**config.mk**
```make
export PLATFORM = sky130hd
export DESIGN_NAME = bcd_convert_seq_flat
export DESIGN_NICKNAME = d
export VERILOG_FILES = /design/src/rtl/bcd_convert_seq_if.sv /design/src/rtl/bcd_convert_seq.sv /design/src/flat_wrapper.sv
export SDC_FILE = /design/constraint.sdc
export NUM_CORES = 1
export LEC_CHECK = 0
export CAP_MARGIN = 20
export CORE_MARGIN = 2
export CORE_UTILIZATION = 45
export CTS_CLUSTER_SIZE = 25
export DETAILED_ROUTE_END_ITERATION = 10
export PLACE_DENSITY = 0.68
export SYNTH_ARGS = -nofsm -noshare
export SYNTH_HDL_FRONTEND = slang
export SYNTH_SLANG_ARGS = --single-unit
```
**constraint.sdc**
```tcl
create_clock -name clk -period 4.6 [get_ports clk]
set_input_delay 0.46 -clock clk [delete_from_list [all_inputs] [get_ports clk]]
set_output_delay 0.46 -clock clk [all_outputs]
set_load 0.05 [all_outputs]
```
**src/rtl/bcd_convert_seq_if.sv**
```systemverilog
// Start/busy/done handshake and result bus between the ALU result path and the BCD converter.
interface bcd_convert_seq_if #(
    parameter int unsigned WIDTH  = 16,
    parameter int unsigned DIGITS = 5
);
    logic                  start;
    logic [WIDTH-1:0]      bin;
    logic                  busy;
    logic                  done;
    logic [4*DIGITS-1:0]   bcd;
    logic                  neg;
    logic                  ovf;

    modport master (output start, bin, input busy, done, bcd, neg, ovf);
    modport slave  (input start, bin, output busy, done, bcd, neg, ovf);
endinterface

```
**src/rtl/bcd_convert_seq.sv**
```systemverilog
// Sequential double-dabble binary-to-BCD converter, one bit per clock, with
// optional two's-complement input, overflow flag and start/busy/done handshake.
module bcd_convert_seq #(
    parameter int unsigned WIDTH  = 16,
    parameter int unsigned DIGITS = 5,
    parameter bit          SIGNED = 1'b0
) (
    input  logic              clk,
    input  logic              rst,
    bcd_convert_seq_if.slave  bus
);
    localparam int unsigned BW = 4 * DIGITS;
    localparam int unsigned CW = $clog2(WIDTH + 1);

    typedef enum logic [1:0] {IDLE, SHIFT, DONE} state_t;

    state_t           state, state_n;
    logic [WIDTH-1:0] mag, mag_n;
    logic [BW-1:0]    work, work_n, adj;
    logic [CW-1:0]    cnt, cnt_n;
    logic             ovf_acc, ovf_acc_n;
    logic             sign, sign_n;
    logic             busy_n, done_n, neg_n, ovf_n;
    logic [BW-1:0]    bcd_n;

    // Add-3 correction applied to every working digit above 4 before the shift.
    always_comb begin
        adj = work;
        for (int i = 0; i < int'(DIGITS); i++) begin
            if (work[4*i +: 4] > 4'd4) begin
                adj[4*i +: 4] = work[4*i +: 4] + 4'd3;
            end
        end
    end

    // Next-state, datapath and registered-output next values.
    always_comb begin
        state_n   = state;
        mag_n     = mag;
        work_n    = work;
        cnt_n     = cnt;
        ovf_acc_n = ovf_acc;
        sign_n    = sign;
        done_n    = 1'b0;
        bcd_n     = bus.bcd;
        neg_n     = bus.neg;
        ovf_n     = bus.ovf;

        unique case (state)
            IDLE, DONE: begin
                if (bus.start) begin
                    sign_n    = SIGNED & bus.bin[WIDTH-1];
                    mag_n     = sign_n ? (~bus.bin + WIDTH'(1)) : bus.bin;
                    work_n    = '0;
                    cnt_n     = CW'(WIDTH);
                    ovf_acc_n = 1'b0;
                    state_n   = SHIFT;
                end else begin
                    state_n   = IDLE;
                end
            end
            SHIFT: begin
                work_n    = {adj[BW-2:0], mag[WIDTH-1]};
                mag_n     = {mag[WIDTH-2:0], 1'b0};
                ovf_acc_n = ovf_acc | adj[BW-1];
                cnt_n     = cnt - CW'(1);
                if (cnt == CW'(1)) begin
                    state_n = DONE;
                    done_n  = 1'b1;
                    bcd_n   = work_n;
                    neg_n   = sign;
                    ovf_n   = ovf_acc_n;
                end
            end
            default: begin
                state_n = IDLE;
            end
        endcase

        busy_n = (state_n != IDLE);
    end

    // State, working and output registers with synchronous reset.
    always_ff @(posedge clk) begin
        if (rst) begin
            state    <= IDLE;
            mag      <= '0;
            work     <= '0;
            cnt      <= '0;
            ovf_acc  <= 1'b0;
            sign     <= 1'b0;
            bus.busy <= 1'b0;
            bus.done <= 1'b0;
            bus.bcd  <= '0;
            bus.neg  <= 1'b0;
            bus.ovf  <= 1'b0;
        end else begin
            state    <= state_n;
            mag      <= mag_n;
            work     <= work_n;
            cnt      <= cnt_n;
            ovf_acc  <= ovf_acc_n;
            sign     <= sign_n;
            bus.busy <= busy_n;
            bus.done <= done_n;
            bus.bcd  <= bcd_n;
            bus.neg  <= neg_n;
            bus.ovf  <= ovf_n;
        end
    end
endmodule

```
**src/flat_wrapper.sv**
```systemverilog
// flat-port wrapper written by rule: the top's interface ports become plain ports
module bcd_convert_seq_flat 
#(
    parameter int unsigned WIDTH  = 16,
    parameter int unsigned DIGITS = 5,
    parameter bit          SIGNED = 1'b0
)
  (clk, rst, bus_start, bus_bin, bus_busy, bus_done, bus_bcd, bus_neg, bus_ovf);
  bcd_convert_seq_if #(.WIDTH(WIDTH), .DIGITS(DIGITS)) bus_i ();
  input  logic clk;
  input  logic rst;
  input wire logic [$bits(bus_i.start)-1:0] bus_start;
  input wire logic [$bits(bus_i.bin)-1:0] bus_bin;
  output wire logic [$bits(bus_i.busy)-1:0] bus_busy;
  output wire logic [$bits(bus_i.done)-1:0] bus_done;
  output wire logic [$bits(bus_i.bcd)-1:0] bus_bcd;
  output wire logic [$bits(bus_i.neg)-1:0] bus_neg;
  output wire logic [$bits(bus_i.ovf)-1:0] bus_ovf;
  assign bus_i.start = bus_start;
  assign bus_i.bin = bus_bin;
  assign bus_busy = bus_i.busy;
  assign bus_done = bus_i.done;
  assign bus_bcd = bus_i.bcd;
  assign bus_neg = bus_i.neg;
  assign bus_ovf = bus_i.ovf;
  bcd_convert_seq #(.WIDTH(WIDTH), .DIGITS(DIGITS), .SIGNED(SIGNED)) u_core (.clk(clk), .rst(rst), .bus(bus_i));
endmodule
```
==> metrics.log <==
INFO  metric post_synth.cell_area_avg = 8.88 um^2
INFO  metric dieHeight = 84.7 um
INFO  metric ff2ff_setup_slack = 2.65 ns
INFO  metric finalNetCount = 396
INFO  metric cts_setup_buffers = 0
INFO  metric fmaxAchievable = ~0.50 GHz
INFO  metric netlist_top_cells_count = sky130_fd_sc_hd__dfxtp_1 (67), sky130_fd_sc_hd__nand2_1 (32), sky130_fd_sc_hd__a21oi_1 (30), sky130_fd_sc_hd__nor2_1 (29), sky130_fd_sc_hd__inv_1 (23)
INFO  metric crit_type = input port to flip-flop
INFO  metric worst-r2r-cell-count = 4
INFO  metric synth.ff_latch_count = 67
INFO  metric min_from = u_core.mag[5]$_SDFFE_PP0P_
INFO  metric stdcell_area = 3550 um^2
INFO  metric synth_cell_types = 37
INFO  metric max_cap_viol_count = 0
INFO  metric grt_pass1_wl = just under 10 mm
INFO  metric vdd.ir_drop.worst = 166 uV
INFO  metric timing.critical_path.to_type = flip-flop
INFO  metric ctsLongestPathBuffers = 2
INFO  metric reg2reg_from = u_core.cnt[0]$_SDFFE_PP0P_
INFO  metric post_drt_via_cell_ratio = 5.35
INFO  metric power.density_cell_area = 331 nW/um^2
INFO  metric total_power = around 1.2 mW
INFO  metric core-area = roughly 6300 um^2
INFO  metric asyncSetResetFlopFracSynth = 0%
INFO  metric largest_net_degree_at_the_start_of_global_routing = 54
INFO  metric hold_class = flip-flop to flip-flop
INFO  metric final-setup-viol-count = 0
INFO  metric cts_repair_resize_count = 0
INFO  metric cts-buffers-inserted = 9
INFO  metric synth_ff_type = sky130_fd_sc_hd__dfxtp_1
INFO  metric worst-endpoint-required = 4.86 ns
INFO  metric postRouteWirelength = 5.87 mm
INFO  metric ys_warn_count = 0
INFO  metric timing_max_transition_violations_final = 0
INFO  metric grt_overflow_total = 0
INFO  metric time_the_final_worst_path_needs_with_i_o_delays_and_setup = 2.01 ns
INFO  metric dr.pass1.iters = 5
INFO  metric area_post_placement = 3370 um^2
INFO  metric grt_overall_usage = between 15 and 20%
INFO  metric cts.reportedPaths.clkPinSlew = 0.07 ns
INFO  metric detail-route-antenna-nets = 0
INFO  metric die_area = 7180 um^2
INFO  metric worstMarginPinSlew = 1.00 ns
INFO  metric die_x = 84.7 um
INFO  metric worst-path-max-fanout = 22
INFO  metric number_of_design_rule_violations_left_after_detail_routing = 0
INFO  metric power_leakage = 1.36 nW
INFO  metric dr_total_vias = about 2400
INFO  metric io_pins = 43
INFO  metric netlist.area_leader.share = 45.8%
INFO  metric cts_hold_repair.buffers = 0
INFO  metric gpl.final_weighted_congestion = 0.763
INFO  metric clkLatencyLatePin = 0.34 ns
INFO  metric cells_after_synthesis = 330
INFO  metric detail_route.iter0.violations = 126
INFO  metric rr_endpoint = u_core.bus.bcd[14]$_SDFFE_PP0P_
INFO  metric outcome = complete, no violations
INFO  metric area_growth_syn_to_layout = 21.0%
INFO  metric yosysMostFrequentCell = sky130_fd_sc_hd__dfxtp_1
INFO  metric clock-root-buffer = sky130_fd_sc_hd__clkbuf_8
INFO  metric total_nets_after_synthesis = 361
INFO  metric post_synth_edffs = 0
INFO  metric fin_skew = 0.00703 ns
INFO  metric final-hold-violation-count = 0
INFO  metric post_drt_wl_per_cell = 13.2 um
INFO  metric antenna_violations_before_repair = 0
INFO  metric synth_top_cells_by_area = sky130_fd_sc_hd__dfxtp_1 (46%), sky130_fd_sc_hd__a21oi_1 (5.1%), sky130_fd_sc_hd__ha_1 (5.1%), sky130_fd_sc_hd__a22oi_1 (4.4%), sky130_fd_sc_hd__nand2_1 (4.1%)
INFO  metric number_of_sinks_handled_by_clock_tree_synthesis = 67
INFO  metric synth.yosys.seq_area_share = 45.8%
INFO  metric cp_data_arrival_time = 2.27 ns
INFO  metric placement_rows = 29
INFO  metric worst_setup_path_start_kind = input port
INFO  metric cts.htree.levels = 3
INFO  metric cts_tree = done
INFO  metric end_point_of_the_worst_hold_path = u_core.mag[5]$_SDFFE_PP0P_
INFO  metric start_util = 46.4%
INFO  metric max-slew-margin-rel = 32.9%
INFO  metric final_layout_size_suffix_gt1_share = 9.76%
INFO  metric dp.final_hpwl = 3.79 mm
INFO  metric n_antenna_cell = 0
INFO  metric grt_setup_unrepaired = no
INFO  metric setup_total_negative_slack = 0 ns
INFO  metric post-route-period-util = between 40% and 50%
INFO  metric first_global_vias = 2245
INFO  metric synthDominantAreaCellType = sky130_fd_sc_hd__dfxtp_1
INFO  metric min_path_cells = 2
INFO  metric place.port_buffers = 41
INFO  metric syn-cell-area = a little under 3000 um^2
==> how the worst max path moves through the flow <==
stage                                            endpoint                  startpoint  slack (ns)
final                          u_core.mag[1]$_SDFFE_PP0P_                   bus_start        2.59
after global routing           u_core.mag[9]$_SDFFE_PP0P_                   bus_start        2.42
after CTS                      u_core.mag[1]$_SDFFE_PP0P_                   bus_start        2.58
after detailed placement       u_core.mag[7]$_SDFFE_PP0P_                   bus_start        2.26
after global placement        u_core.ovf_acc$_SDFFE_PP0P_                   bus_start        2.26
after floorplan           u_core.bus.bcd[10]$_SDFFE_PP0P_  u_core.cnt[0]$_SDFFE_PP0P_        2.94
==> cells in the final DEF, fill, tap and decap left out, types with 3 or more instances in the layout <==
| master | synthesis | routed |
|---|---|---|
| sky130_fd_sc_hd__dfxtp_1 | 67 | 67 |
| sky130_fd_sc_hd__nand2b_1 | 10 | 10 |
| sky130_fd_sc_hd__nor2b_1 | 3 | 3 |
| sky130_fd_sc_hd__a211oi_1 | 9 | 9 |
| sky130_fd_sc_hd__mux2i_1 | 5 | 5 |
| sky130_fd_sc_hd__buf_4 | 1 | 4 |
| sky130_fd_sc_hd__nor3_1 | 5 | 5 |
| sky130_fd_sc_hd__o21ai_0 | 17 | 17 |
| sky130_fd_sc_hd__ha_1 | 12 | 12 |
| sky130_fd_sc_hd__clkinv_2 | 1 | 3 |
| sky130_fd_sc_hd__a21o_1 | 7 | 7 |
| sky130_fd_sc_hd__nor3b_1 | 3 | 3 |
| sky130_fd_sc_hd__a32oi_1 | 4 | 4 |
| sky130_fd_sc_hd__xnor2_1 | 5 | 5 |
| sky130_fd_sc_hd__o211ai_1 | 4 | 4 |
| sky130_fd_sc_hd__inv_1 | 23 | 23 |
| sky130_fd_sc_hd__nor2_1 | 29 | 29 |
| sky130_fd_sc_hd__a22oi_1 | 17 | 17 |
| sky130_fd_sc_hd__mux2_2 | 4 | 4 |
| sky130_fd_sc_hd__nand2_1 | 32 | 32 |
| sky130_fd_sc_hd__clkdlybuf4s50_1 | 0 | 40 |
| sky130_fd_sc_hd__clkbuf_8 | 0 | 12 |
| sky130_fd_sc_hd__o22ai_2 | 8 | 8 |
| sky130_fd_sc_hd__a22o_1 | 3 | 3 |
| sky130_fd_sc_hd__a21oi_1 | 30 | 30 |
==> critical path, stage by stage <==
cell and delay [ns]:
sky130_fd_sc_hd__clkdlybuf4s50_1 0.39, sky130_fd_sc_hd__nor2b_1 0.12, sky130_fd_sc_hd__buf_4 0.20, sky130_fd_sc_hd__nor2_1 0.55, sky130_fd_sc_hd__buf_4 0.33, sky130_fd_sc_hd__nand2_1 0.07, sky130_fd_sc_hd__a21oi_1 0.14
==> kinds of logic after synthesis <==
group           Yosys count  share of synthesized area, %
fa+ha+maj                12                          5.12
simple gates             88                          14.0
other cells               1                         0.128
buf+inv                  45                          6.32
flops                    67                          45.8
compound gates          103                          24.0
mux                       9                          3.24
xor+xnor                  5                          1.49
==> layer usage <==
metal	part of all wire [%]	vias to the layer above	GRT usage, %
met4	1.7	0	8.80
li1	-	1208	-
met3	4.1	8	3.34
met2	46	62	28.3
met5	0	-	0
met1	48	1108	21.5
==> sequential cells by signal, summed over array words and instances, names as in the netlist, 2 cells and up <==
signal,cells
u_core.mag,16
u_core.state,2
u_core.cnt,5
u_core.work,20
u_core.bus.bcd,20
==> report_power, final <==
| part | switching (mW) | leakage, nW | total [mW] | internal (mW) |
|---|---|---|---|---|
| registers | 0.0116 | 0.544 | 0.611 | 0.599 |
| clock network | 0.211 | 0.0953 | 0.446 | 0.235 |
| logic | 0.0706 | 0.716 | 0.118 | 0.0476 |
==> cell type report <==
class / count / area (um^2)
clock buffer: 13 / 169
inverter: 24 / 91.3
timing repair buffer: 45 / 435
multi-input combinational: 218 / 1410
clock inverter: 2 / 10.0
sequential: 67 / 1340
tap: 77 / 96.3
fill: 596 / 2770
==> stage by stage <==
stage | std cells | hold slack (ns) | util, % | worst slack, ns
after detailed placement | 431 | 0.446 | 53.4 | 2.26
after floorplan | 330 | 0.436 | - | 2.94
after global placement | 431 | 0.442 | 53.4 | 2.26
final | 446 | 0.453 | 56.2 | 2.59
after CTS | 446 | 0.455 | 56.2 | 2.58
after global routing | 446 | 0.474 | 56.2 | 2.42
Power figures use the tool's default switching activity.
